$ cat src/rtl/match_seq_ctrl_if.sv
// rtl/match_seq_ctrl_if.sv - handshake bundle between match sequencer and datapath
interface match_seq_ctrl_if #(
    parameter int STATE_W = 3,
    parameter int CYC_W   = 7
) ();
    logic               en;
    logic               isstring;
    logic               ispattern;
    logic [STATE_W-1:0] dp_flags;
    logic [STATE_W-1:0] state;
    logic               cnt_rst;
    logic               busy;
    logic               timeout;
    logic [CYC_W-1:0]   proc_cycles;
    logic [7:0]         pat_cnt;

    // Master drives the datapath-side inputs and observes the sequencer outputs.
    modport master (
        output en, isstring, ispattern, dp_flags,
        input  state, cnt_rst, busy, timeout, proc_cycles, pat_cnt
    );

    // Slave is the sequencer itself.
    modport slave (
        input  en, isstring, ispattern, dp_flags,
        output state, cnt_rst, busy, timeout, proc_cycles, pat_cnt
    );
endinterface

$ cat src/rtl/match_seq_ctrl.sv
// rtl/match_seq_ctrl.sv - one-hot READ/PROC/OUT sequencer with PROC watchdog
module match_seq_ctrl #(
    parameter int STATE_W  = 3,
    parameter int MAX_PROC = 64,
    parameter int CYC_W    = 7
) (
    input  logic              clk,
    input  logic              reset,
    match_seq_ctrl_if.slave   ctrl
);
    localparam int S_READ = 0;
    localparam int S_PROC = 1;
    localparam int S_OUT  = 2;

    // One-hot encoding; IDLE is all-zero so the state output needs no decode.
    typedef enum logic [STATE_W-1:0] {
        ST_IDLE = '0,
        ST_READ = STATE_W'(1 << S_READ),
        ST_PROC = STATE_W'(1 << S_PROC),
        ST_OUT  = STATE_W'(1 << S_OUT)
    } state_t;

    state_t           state_q;
    logic             seen_data_q;
    logic [CYC_W-1:0] wd_q;
    logic             timeout_q;
    logic [CYC_W-1:0] proc_cycles_q;
    logic [7:0]       pat_cnt_q;
    logic [7:0]       pat_cnt_d;
    logic             data_valid;
    logic             unused_flags;

    assign data_valid   = ctrl.isstring | ctrl.ispattern;
    // Only the READ and PROC completion flags carry meaning.
    assign unused_flags = ctrl.dp_flags[S_OUT];

    // Saturating increment of the per-string pattern counter.
    always_comb begin
        pat_cnt_d = pat_cnt_q;
        if (pat_cnt_q != 8'hFF) begin
            pat_cnt_d = pat_cnt_q + 8'd1;
        end
    end

    // Phase sequencing, watchdog and registered status outputs.
    always_ff @(posedge clk or posedge reset) begin
        if (reset) begin
            state_q       <= ST_IDLE;
            seen_data_q   <= 1'b0;
            wd_q          <= '0;
            timeout_q     <= 1'b0;
            proc_cycles_q <= '0;
            pat_cnt_q     <= 8'd0;
        end else begin
            case (state_q)
                ST_IDLE: begin
                    wd_q        <= '0;
                    seen_data_q <= 1'b0;
                    if (ctrl.en) begin
                        state_q <= ST_READ;
                    end
                end
                ST_READ: begin
                    wd_q <= '0;
                    if (ctrl.isstring) begin
                        pat_cnt_q <= 8'd0;
                    end
                    // Leave on the first idle cycle after at least one character.
                    if (seen_data_q && ctrl.dp_flags[S_READ]) begin
                        state_q     <= ST_PROC;
                        seen_data_q <= 1'b0;
                        wd_q        <= CYC_W'(1);
                        timeout_q   <= 1'b0;
                    end else if (data_valid) begin
                        seen_data_q <= 1'b1;
                    end
                end
                ST_PROC: begin
                    // Normal completion takes priority over the watchdog.
                    if (ctrl.dp_flags[S_PROC]) begin
                        state_q       <= ST_OUT;
                        timeout_q     <= 1'b0;
                        proc_cycles_q <= wd_q;
                        wd_q          <= '0;
                    end else if (wd_q == CYC_W'(MAX_PROC)) begin
                        state_q       <= ST_OUT;
                        timeout_q     <= 1'b1;
                        proc_cycles_q <= CYC_W'(MAX_PROC);
                        wd_q          <= '0;
                    end else begin
                        wd_q <= wd_q + CYC_W'(1);
                    end
                end
                ST_OUT: begin
                    wd_q      <= '0;
                    pat_cnt_q <= pat_cnt_d;
                    state_q   <= ctrl.en ? ST_READ : ST_IDLE;
                end
                default: begin
                    state_q     <= ST_IDLE;
                    seen_data_q <= 1'b0;
                    wd_q        <= '0;
                end
            endcase
        end
    end

    assign ctrl.state       = state_q;
    assign ctrl.busy        = (state_q == ST_PROC);
    // Counter is held clear until the first character so it reads 0 on that character.
    assign ctrl.cnt_rst     = (state_q == ST_IDLE) || (state_q == ST_OUT) ||
                              ((state_q == ST_READ) && !seen_data_q && !data_valid);
    assign ctrl.timeout     = timeout_q;
    assign ctrl.proc_cycles = proc_cycles_q;
    assign ctrl.pat_cnt     = pat_cnt_q;
endmodule
$ cat src/flat_wrapper.sv
// flat-port wrapper written by rule: the top's interface ports become plain ports
module match_seq_ctrl_flat 
#(
    parameter int STATE_W  = 3,
    parameter int MAX_PROC = 64,
    parameter int CYC_W    = 7
)
  (clk, reset, ctrl_en, ctrl_isstring, ctrl_ispattern, ctrl_dp_flags, ctrl_state, ctrl_cnt_rst, ctrl_busy, ctrl_timeout, ctrl_proc_cycles, ctrl_pat_cnt);
  match_seq_ctrl_if #(.STATE_W(STATE_W), .CYC_W(CYC_W)) ctrl_i ();
  input  logic clk;
  input  logic reset;
  input wire logic [$bits(ctrl_i.en)-1:0] ctrl_en;
  input wire logic [$bits(ctrl_i.isstring)-1:0] ctrl_isstring;
  input wire logic [$bits(ctrl_i.ispattern)-1:0] ctrl_ispattern;
  input wire logic [$bits(ctrl_i.dp_flags)-1:0] ctrl_dp_flags;
  output wire logic [$bits(ctrl_i.state)-1:0] ctrl_state;
  output wire logic [$bits(ctrl_i.cnt_rst)-1:0] ctrl_cnt_rst;
  output wire logic [$bits(ctrl_i.busy)-1:0] ctrl_busy;
  output wire logic [$bits(ctrl_i.timeout)-1:0] ctrl_timeout;
  output wire logic [$bits(ctrl_i.proc_cycles)-1:0] ctrl_proc_cycles;
  output wire logic [$bits(ctrl_i.pat_cnt)-1:0] ctrl_pat_cnt;
  assign ctrl_i.en = ctrl_en;
  assign ctrl_i.isstring = ctrl_isstring;
  assign ctrl_i.ispattern = ctrl_ispattern;
  assign ctrl_i.dp_flags = ctrl_dp_flags;
  assign ctrl_state = ctrl_i.state;
  assign ctrl_cnt_rst = ctrl_i.cnt_rst;
  assign ctrl_busy = ctrl_i.busy;
  assign ctrl_timeout = ctrl_i.timeout;
  assign ctrl_proc_cycles = ctrl_i.proc_cycles;
  assign ctrl_pat_cnt = ctrl_i.pat_cnt;
  match_seq_ctrl #(.STATE_W(STATE_W), .MAX_PROC(MAX_PROC), .CYC_W(CYC_W)) u_core (.clk(clk), .reset(reset), .ctrl(ctrl_i));
endmodule
$ cat config.mk
export PLATFORM = sky130hd
export DESIGN_NAME = match_seq_ctrl_flat
export DESIGN_NICKNAME = d
export VERILOG_FILES = /design/src/rtl/match_seq_ctrl_if.sv /design/src/rtl/match_seq_ctrl.sv /design/src/flat_wrapper.sv
export SDC_FILE = /design/constraint.sdc
export NUM_CORES = 1
export LEC_CHECK = 0
export CORE_ASPECT_RATIO = 1.1
export CORE_MARGIN = 1.5
export CORE_UTILIZATION = 53
export CTS_BUF_LIST = sky130_fd_sc_hd__clkbuf_16
export DETAILED_ROUTE_END_ITERATION = 8
export GPL_TIMING_DRIVEN = 1
export PLACE_DENSITY = 0.83
export SKIP_CTS_REPAIR_TIMING = 1
export SYNTH_ARGS = -nofsm -noshare
export SYNTH_HDL_FRONTEND = slang
export SYNTH_SLANG_ARGS = --single-unit
$ cat constraint.sdc
create_clock -name clk -period 3.7 [get_ports clk]
set_clock_uncertainty 0.1 [all_clocks]
set_input_delay 0.74 -clock clk [delete_from_list [all_inputs] [get_ports clk]]
set_output_delay 0.74 -clock clk [all_outputs]
set_load 0.03 [all_outputs]
==> out/metrics.cfg, run 1 <==
[outcome]
status = complete, no violations

[layout]
nFillCells = 157
drive_gt1_share_pct = 10.00
seqCellArea_um2 = 675.6
fin_util_pct = 73.76
area_delta_synth_final_pct = 29.82
nNetsFinal = 162
antennaDiodeCount = 0
multiInputGateArea_um2 = 589.3

[timing]
setup_tns_ps = 0
min_period_over_period_pct = 95.04
final_hold_viol_count = 0
period_needed_ps = 3516
worst_slew_pin_slew_ps = 992.8
max_freq_mhz = 284.4
relSlewSlack_pct = 33.74
slew_viol_final = 0
rsz0062_at_grt = false
setup_viol = 0

[synth]
ys_seq_elements = 27
synth.top_cell.area_share_pct = 52.27
synthTopCellsByArea = dfrtp_1, nand2_1, a22o_1
synth_flop_cell = dfrtp_1
syn_area_um2 = 1292
synth_warnings = 0
synth_edf_count = 0
async_reset_ff_share_pct = 100.0
synthCells = 120
syn_area_per_cell_um2 = 10.77
syn-num-nets = 131
synth_seq_area_share_pct = 52.27
synth_top_area_cell = dfrtp_1
synth_cell_type_count = 37

[critical_path]
reg2regPathDepth = 5
cp_num_buf_inv = 2
arrival_ps = 2680
cp_max_fo = 4
r2r_start = u_core.ctrl.pat_cnt[0]
r2r-end = u_core.ctrl.pat_cnt[2]
cp.required_ps = 2860
cp_slowest_cell = clkdlybuf4s50_1
critPathKind = primary input to output pin
crit_path_end_kind = output pin
cp.depth = 4
crit_start = ctrl_isstring
endpoint = ctrl_cnt_rst
r2r_setup_slack_ps = 1840
crit_path_max_incr_delay_ps = 680
crit_chain = clkdlybuf4s50_1 > or4_2 > a21oi_1 > clkdlybuf4s50_1
crit_top_cell = clkdlybuf4s50_1
start_kind = primary input
critical_path.top_delay_family = buffers and inverters

[clock_network]
cts_htree_levels = 1
clock_path_buffers = 2
cts_tree = done
cts_inserted_buffers = 3
cts.clk_slew.worst_paths_ps = 70
clkLatencyLatePin_ps = 260
cts_sinks = 27
cts_root_buf = clkbuf_16

[route]
viasPerCell = 5.694
wirelength_um = 2500
initialDrtViolationCount = 17
routed-via-count = 1025
wl_met3_um = 124
wl_per_cell_um = 13.89
drc = 0
antenna_left = 0
dr.pass1.iters = 4
wl_met1_um = 1155
met2_length_um = 1188
highest-signal-layer = met4

[floorplanning]
num_io_pins = 29
core-area_um2 = 2275
die_width_um = 50.09
row_count = 18
die_h_um = 54.79
dieArea_um2 = 2744
start_util_pct = 56.82

[grt]
overflow = 0
grt_max_degree = 28
grt_pass1_wl_um = 4257
grt_antenna_before_repair = 0
grt_pass1_vias = 945
grt.total_usage_pct = 20.99

[pwr]
ir_drop_v = 0.0003736
power_uw = 893.9
leakagePower_uw = 0.0007599
p_per_area_nw_per_um2 = 532.7

[place]
hpwlAfterDp_um = 1745
io_buffers = 27
routabilityCongestion = 0.7300

[run]
drv_cap = 0

[min_path]
hp-class = flop to flop

[Yosys cell counts, types with 3 or more instances]
cell type	n
ha_1	3
nand3_1	6
inv_1	6
nor2_1	8
a211o_2	3
a22o_1	6
and3_1	4
o21ai_0	4
a21oi_1	4
dfrtp_1	27
xnor2_1	5
nand2_1	14
nor3b_1	3
[registers in the layout (all words and copies together), names as in the netlist]
| signal | count |
|---|---|
| u_core.ctrl.proc_cycles | 7 |
| u_core.ctrl.timeout | 1 |
| u_core.seen_data_q | 1 |
| u_core.wd_q | 7 |
| u_core.ctrl.state | 3 |
| u_core.ctrl.pat_cnt | 8 |
[how the worst min path moves through the flow]
stage,startpoint,to,slack (ps),cells after the start
2_1_floorplan,u_core.wd_q[0],u_core.wd_q[0],400,1
3_3_place_gp,u_core.ctrl.proc_cycles[5],u_core.ctrl.proc_cycles[5],390,1
3_5_place_dp,u_core.ctrl.proc_cycles[1],u_core.ctrl.proc_cycles[1],380,1
4_1_cts,u_core.ctrl.proc_cycles[5],u_core.ctrl.proc_cycles[5],410,1
5_1_grt,u_core.ctrl.proc_cycles[1],u_core.ctrl.proc_cycles[1],430,1
6_report,u_core.ctrl.proc_cycles[1],u_core.ctrl.proc_cycles[1],400,1
[metal layers]
metal  GRT usage (%)  up-vias
li1                -      495
met1           27.16      489
met2           34.87       36
met3           4.918        5
met4           7.407        0
met5               0        -
[power breakdown]
part | leakage (uW) | internal, uW | switching (uW)
clock network | 0.0000371 | 147 | 102
logic | 0.000354 | 113 | 152
registers | 0.000369 | 332 | 47.4
[stage by stage]
stage	area, um2	hold WS, ps	setup slack (ps)	cells
6_report	1678	403.7	183.5	180
5_1_grt	1678	426.5	131.9	180
2_1_floorplan	1292	404.1	993.4	120
3_5_place_dp	1595	380.9	176.7	176
3_3_place_gp	1595	388.3	216.4	176
4_1_cts	1678	406.3	176.6	180
[cells by family (layout without fill, tap and decap cells)]
| group | count (synthesis) | after routing | share of synthesized area [%] |
|---|---|---|---|
| adders and majority gates | 3 | 3 | 2.904 |
| DFF | 27 | 27 | 52.28 |
| AOI/OAI and AO/OA | 27 | 27 | 16.94 |
| buffers and inverters | 7 | 37 | 2.129 |
| xor gates and xnor gates | 6 | 6 | 4.066 |
| and+or+nand+nor | 48 | 48 | 20.04 |
| muxes | 2 | 2 | 1.646 |
[area by class of cell]
| cell class | instances | area share (%) |
|---|---|---|
| Sequential cell | 27 | 40.27 |
| Multi-Input combinational cell | 86 | 35.12 |
| Clock inverter | 1 | 0.4474 |
| Inverter | 6 | 1.342 |
| Timing Repair Buffer | 27 | 16.11 |
| Tap cell | 30 | 2.237 |
| Clock buffer | 3 | 4.474 |
[cell usage in the layout (no fill, tap or decap), types with 4 or more instances in the layout]
master / synthesis / layout
nand2_1: 14 / 14
nor2_1: 8 / 8
a22o_1: 6 / 6
nand3_1: 6 / 6
clkdlybuf4s50_1: 0 / 27
and3_1: 4 / 4
xnor2_1: 5 / 5
inv_1: 6 / 6
a21oi_1: 4 / 4
o21ai_0: 4 / 4
dfrtp_1: 27 / 27
(Power assumes the default switching activity.)
==> run 2: changes to the inputs <==
--- a/config.mk
+++ b/config.mk
@@ -5,13 +5,16 @@
 export SDC_FILE = /design/constraint.sdc
 export NUM_CORES = 1
 export LEC_CHECK = 0
+export CELL_PAD_IN_SITES_DETAIL_PLACEMENT = 1
+export CELL_PAD_IN_SITES_GLOBAL_PLACEMENT = 2
 export CORE_ASPECT_RATIO = 1.1
 export CORE_MARGIN = 1.5
-export CORE_UTILIZATION = 53
+export CORE_UTILIZATION = 33
 export CTS_BUF_LIST = sky130_fd_sc_hd__clkbuf_16
 export DETAILED_ROUTE_END_ITERATION = 8
 export GPL_TIMING_DRIVEN = 1
-export PLACE_DENSITY = 0.83
+export PLACE_DENSITY_LB_ADDON = 0.1
+export SETUP_SLACK_MARGIN = 0.05
 export SKIP_CTS_REPAIR_TIMING = 1
 export SYNTH_ARGS = -nofsm -noshare
 export SYNTH_HDL_FRONTEND = slang
==> out/metrics.cfg, run 2 (synthesis results as in run 1) <==
[timing]
max_freq_mhz = 284.3
min_period_over_period_pct = 95.05
relSlewSlack_pct = 31.53
period_needed_ps = 3517
rsz0062_at_grt = false
setup_tns_ps = 0
timing.hold.ws_ps = 406.0
worst_slew_pin_slew_ps = 1026
slew_viol_final = 0
setup_viol = 0
final_hold_viol_count = 0

[place]
hpwlAfterDp_um = 2186
dpl_cell_area_um2 = 1620
routabilityCongestion = 0.7338
io_buffers = 27

[layout]
nNetsFinal = 162
antennaDiodeCount = 0
design_area_um2 = 1703
fin_util_pct = 46.23
largest_reg_flops = 8
drive_gt1_share_pct = 10.00
nFillCells = 423
area_delta_synth_final_pct = 31.75
final_cell_mix = clkdlybuf4s50_1, dfrtp_1, nand2_1

[grt]
grt_max_degree = 28
grt.total_usage_pct = 15.36
grt_pass1_vias = 1058
grt_antenna_before_repair = 0
grt_pass1_wl_um = 5085
overflow = 0

[run]
drv_cap = 0

[clock_network]
clkLatencyLatePin_ps = 270
cts_root_buf = clkbuf_16
cts_sinks = 27
cts.clk_slew.worst_paths_ps = 70
cts_tree = done
cts_htree_levels = 1
cts_inserted_buffers = 3
clock_path_buffers = 2

[floorplanning]
num_io_pins = 29
die_h_um = 68.64
die_width_um = 62.67
core-area_um2 = 3684
row_count = 23
dieArea_um2 = 4301
start_util_pct = 35.09

[critical_path]
start_kind = primary input
crit_top_cell = clkdlybuf4s50_1
crit_path_max_incr_delay_ps = 680
critPathKind = primary input to output pin
crit_start = ctrl_isstring
crit_path_end_kind = output pin
cp_slowest_cell = clkdlybuf4s50_1
cp.required_ps = 2860
crit_chain = clkdlybuf4s50_1 > or4_2 > a21oi_1 > clkdlybuf4s50_1
cp_max_fo = 4
r2r_start = u_core.ctrl.pat_cnt[0]
arrival_ps = 2680

[route]
viasPerCell = 5.000
drc = 0
dr.pass1.iters = 4
antenna_left = 0
initialDrtViolationCount = 22
wirelength_um = 3014
wl_per_cell_um = 15.07
routed-via-count = 1000

[min_path]
hp-class = flop to flop
hold_start = u_core.ctrl.proc_cycles[5]

[pwr]
leakagePower_uw = 0.0007599
ir_drop_v = 0.0002359
p_per_area_nw_per_um2 = 532.2
power_uw = 906.3

[outcome]
status = complete, no violations

run 2: cell counts in the layout (fill, tap and decap cells not counted):
Identical to the previous run, type by type.
run 2: report_power, final:
part           switching, uW  internal [uW]  total (uW)
combinational            156            113         269
sequential              49.8            332         382
clock                    108            147         255
total                    314            593         906
run 2: per-layer routing:
layer | part of all wire [%] | global-route usage, % | vias to the layer above
met2 | 54 | 30.11 | 15
met3 | 2.4 | 2.110 | 4
li1 | - | - | 490
met4 | 1.3 | 5.833 | 0
met1 | 42 | 17.25 | 491
met5 | 0 | 0 | -
run 2: final cells by class:
type | count | area [um2] | area share [%]
tap | 50 | 62.56 | 3.674
multi-input combinational | 86 | 589.3 | 34.61
clock buffer | 3 | 75.07 | 4.409
clock inverter | 1 | 7.507 | 0.4409
inverter | 6 | 22.52 | 1.323
sequential | 27 | 675.6 | 39.68
timing repair buffer | 27 | 270.3 | 15.87
run 2: final timing paths:
check	end	slack, ps	cells after the start
min	u_core.ctrl.proc_cycles[5]	410	1
max reg2reg	u_core.ctrl.pat_cnt[2]	1840	5
min in group asynchronous	u_core.ctrl.pat_cnt[4]	920	2
max in group asynchronous	u_core.ctrl.proc_cycles[6]	1960	2
min reg2reg	u_core.ctrl.proc_cycles[5]	410	1
max	ctrl_cnt_rst	180	4
run 2: through the flow:
| step | std cells | worst slack [ps] |
|---|---|---|
| final | 200 | 183.0 |
| after global routing | 200 | 122.1 |
| after CTS | 200 | 184.5 |
| after detailed placement | 196 | 190.0 |
| after global placement | 196 | 208.7 |
| after floorplan | 120 | 993.4 |
run 2: critical path, delay by kind of cell:
kind | cells | cell delay (ps)
compound gates | 1 | 170
buf+inv | 2 | 1150
simple gates | 1 | 620
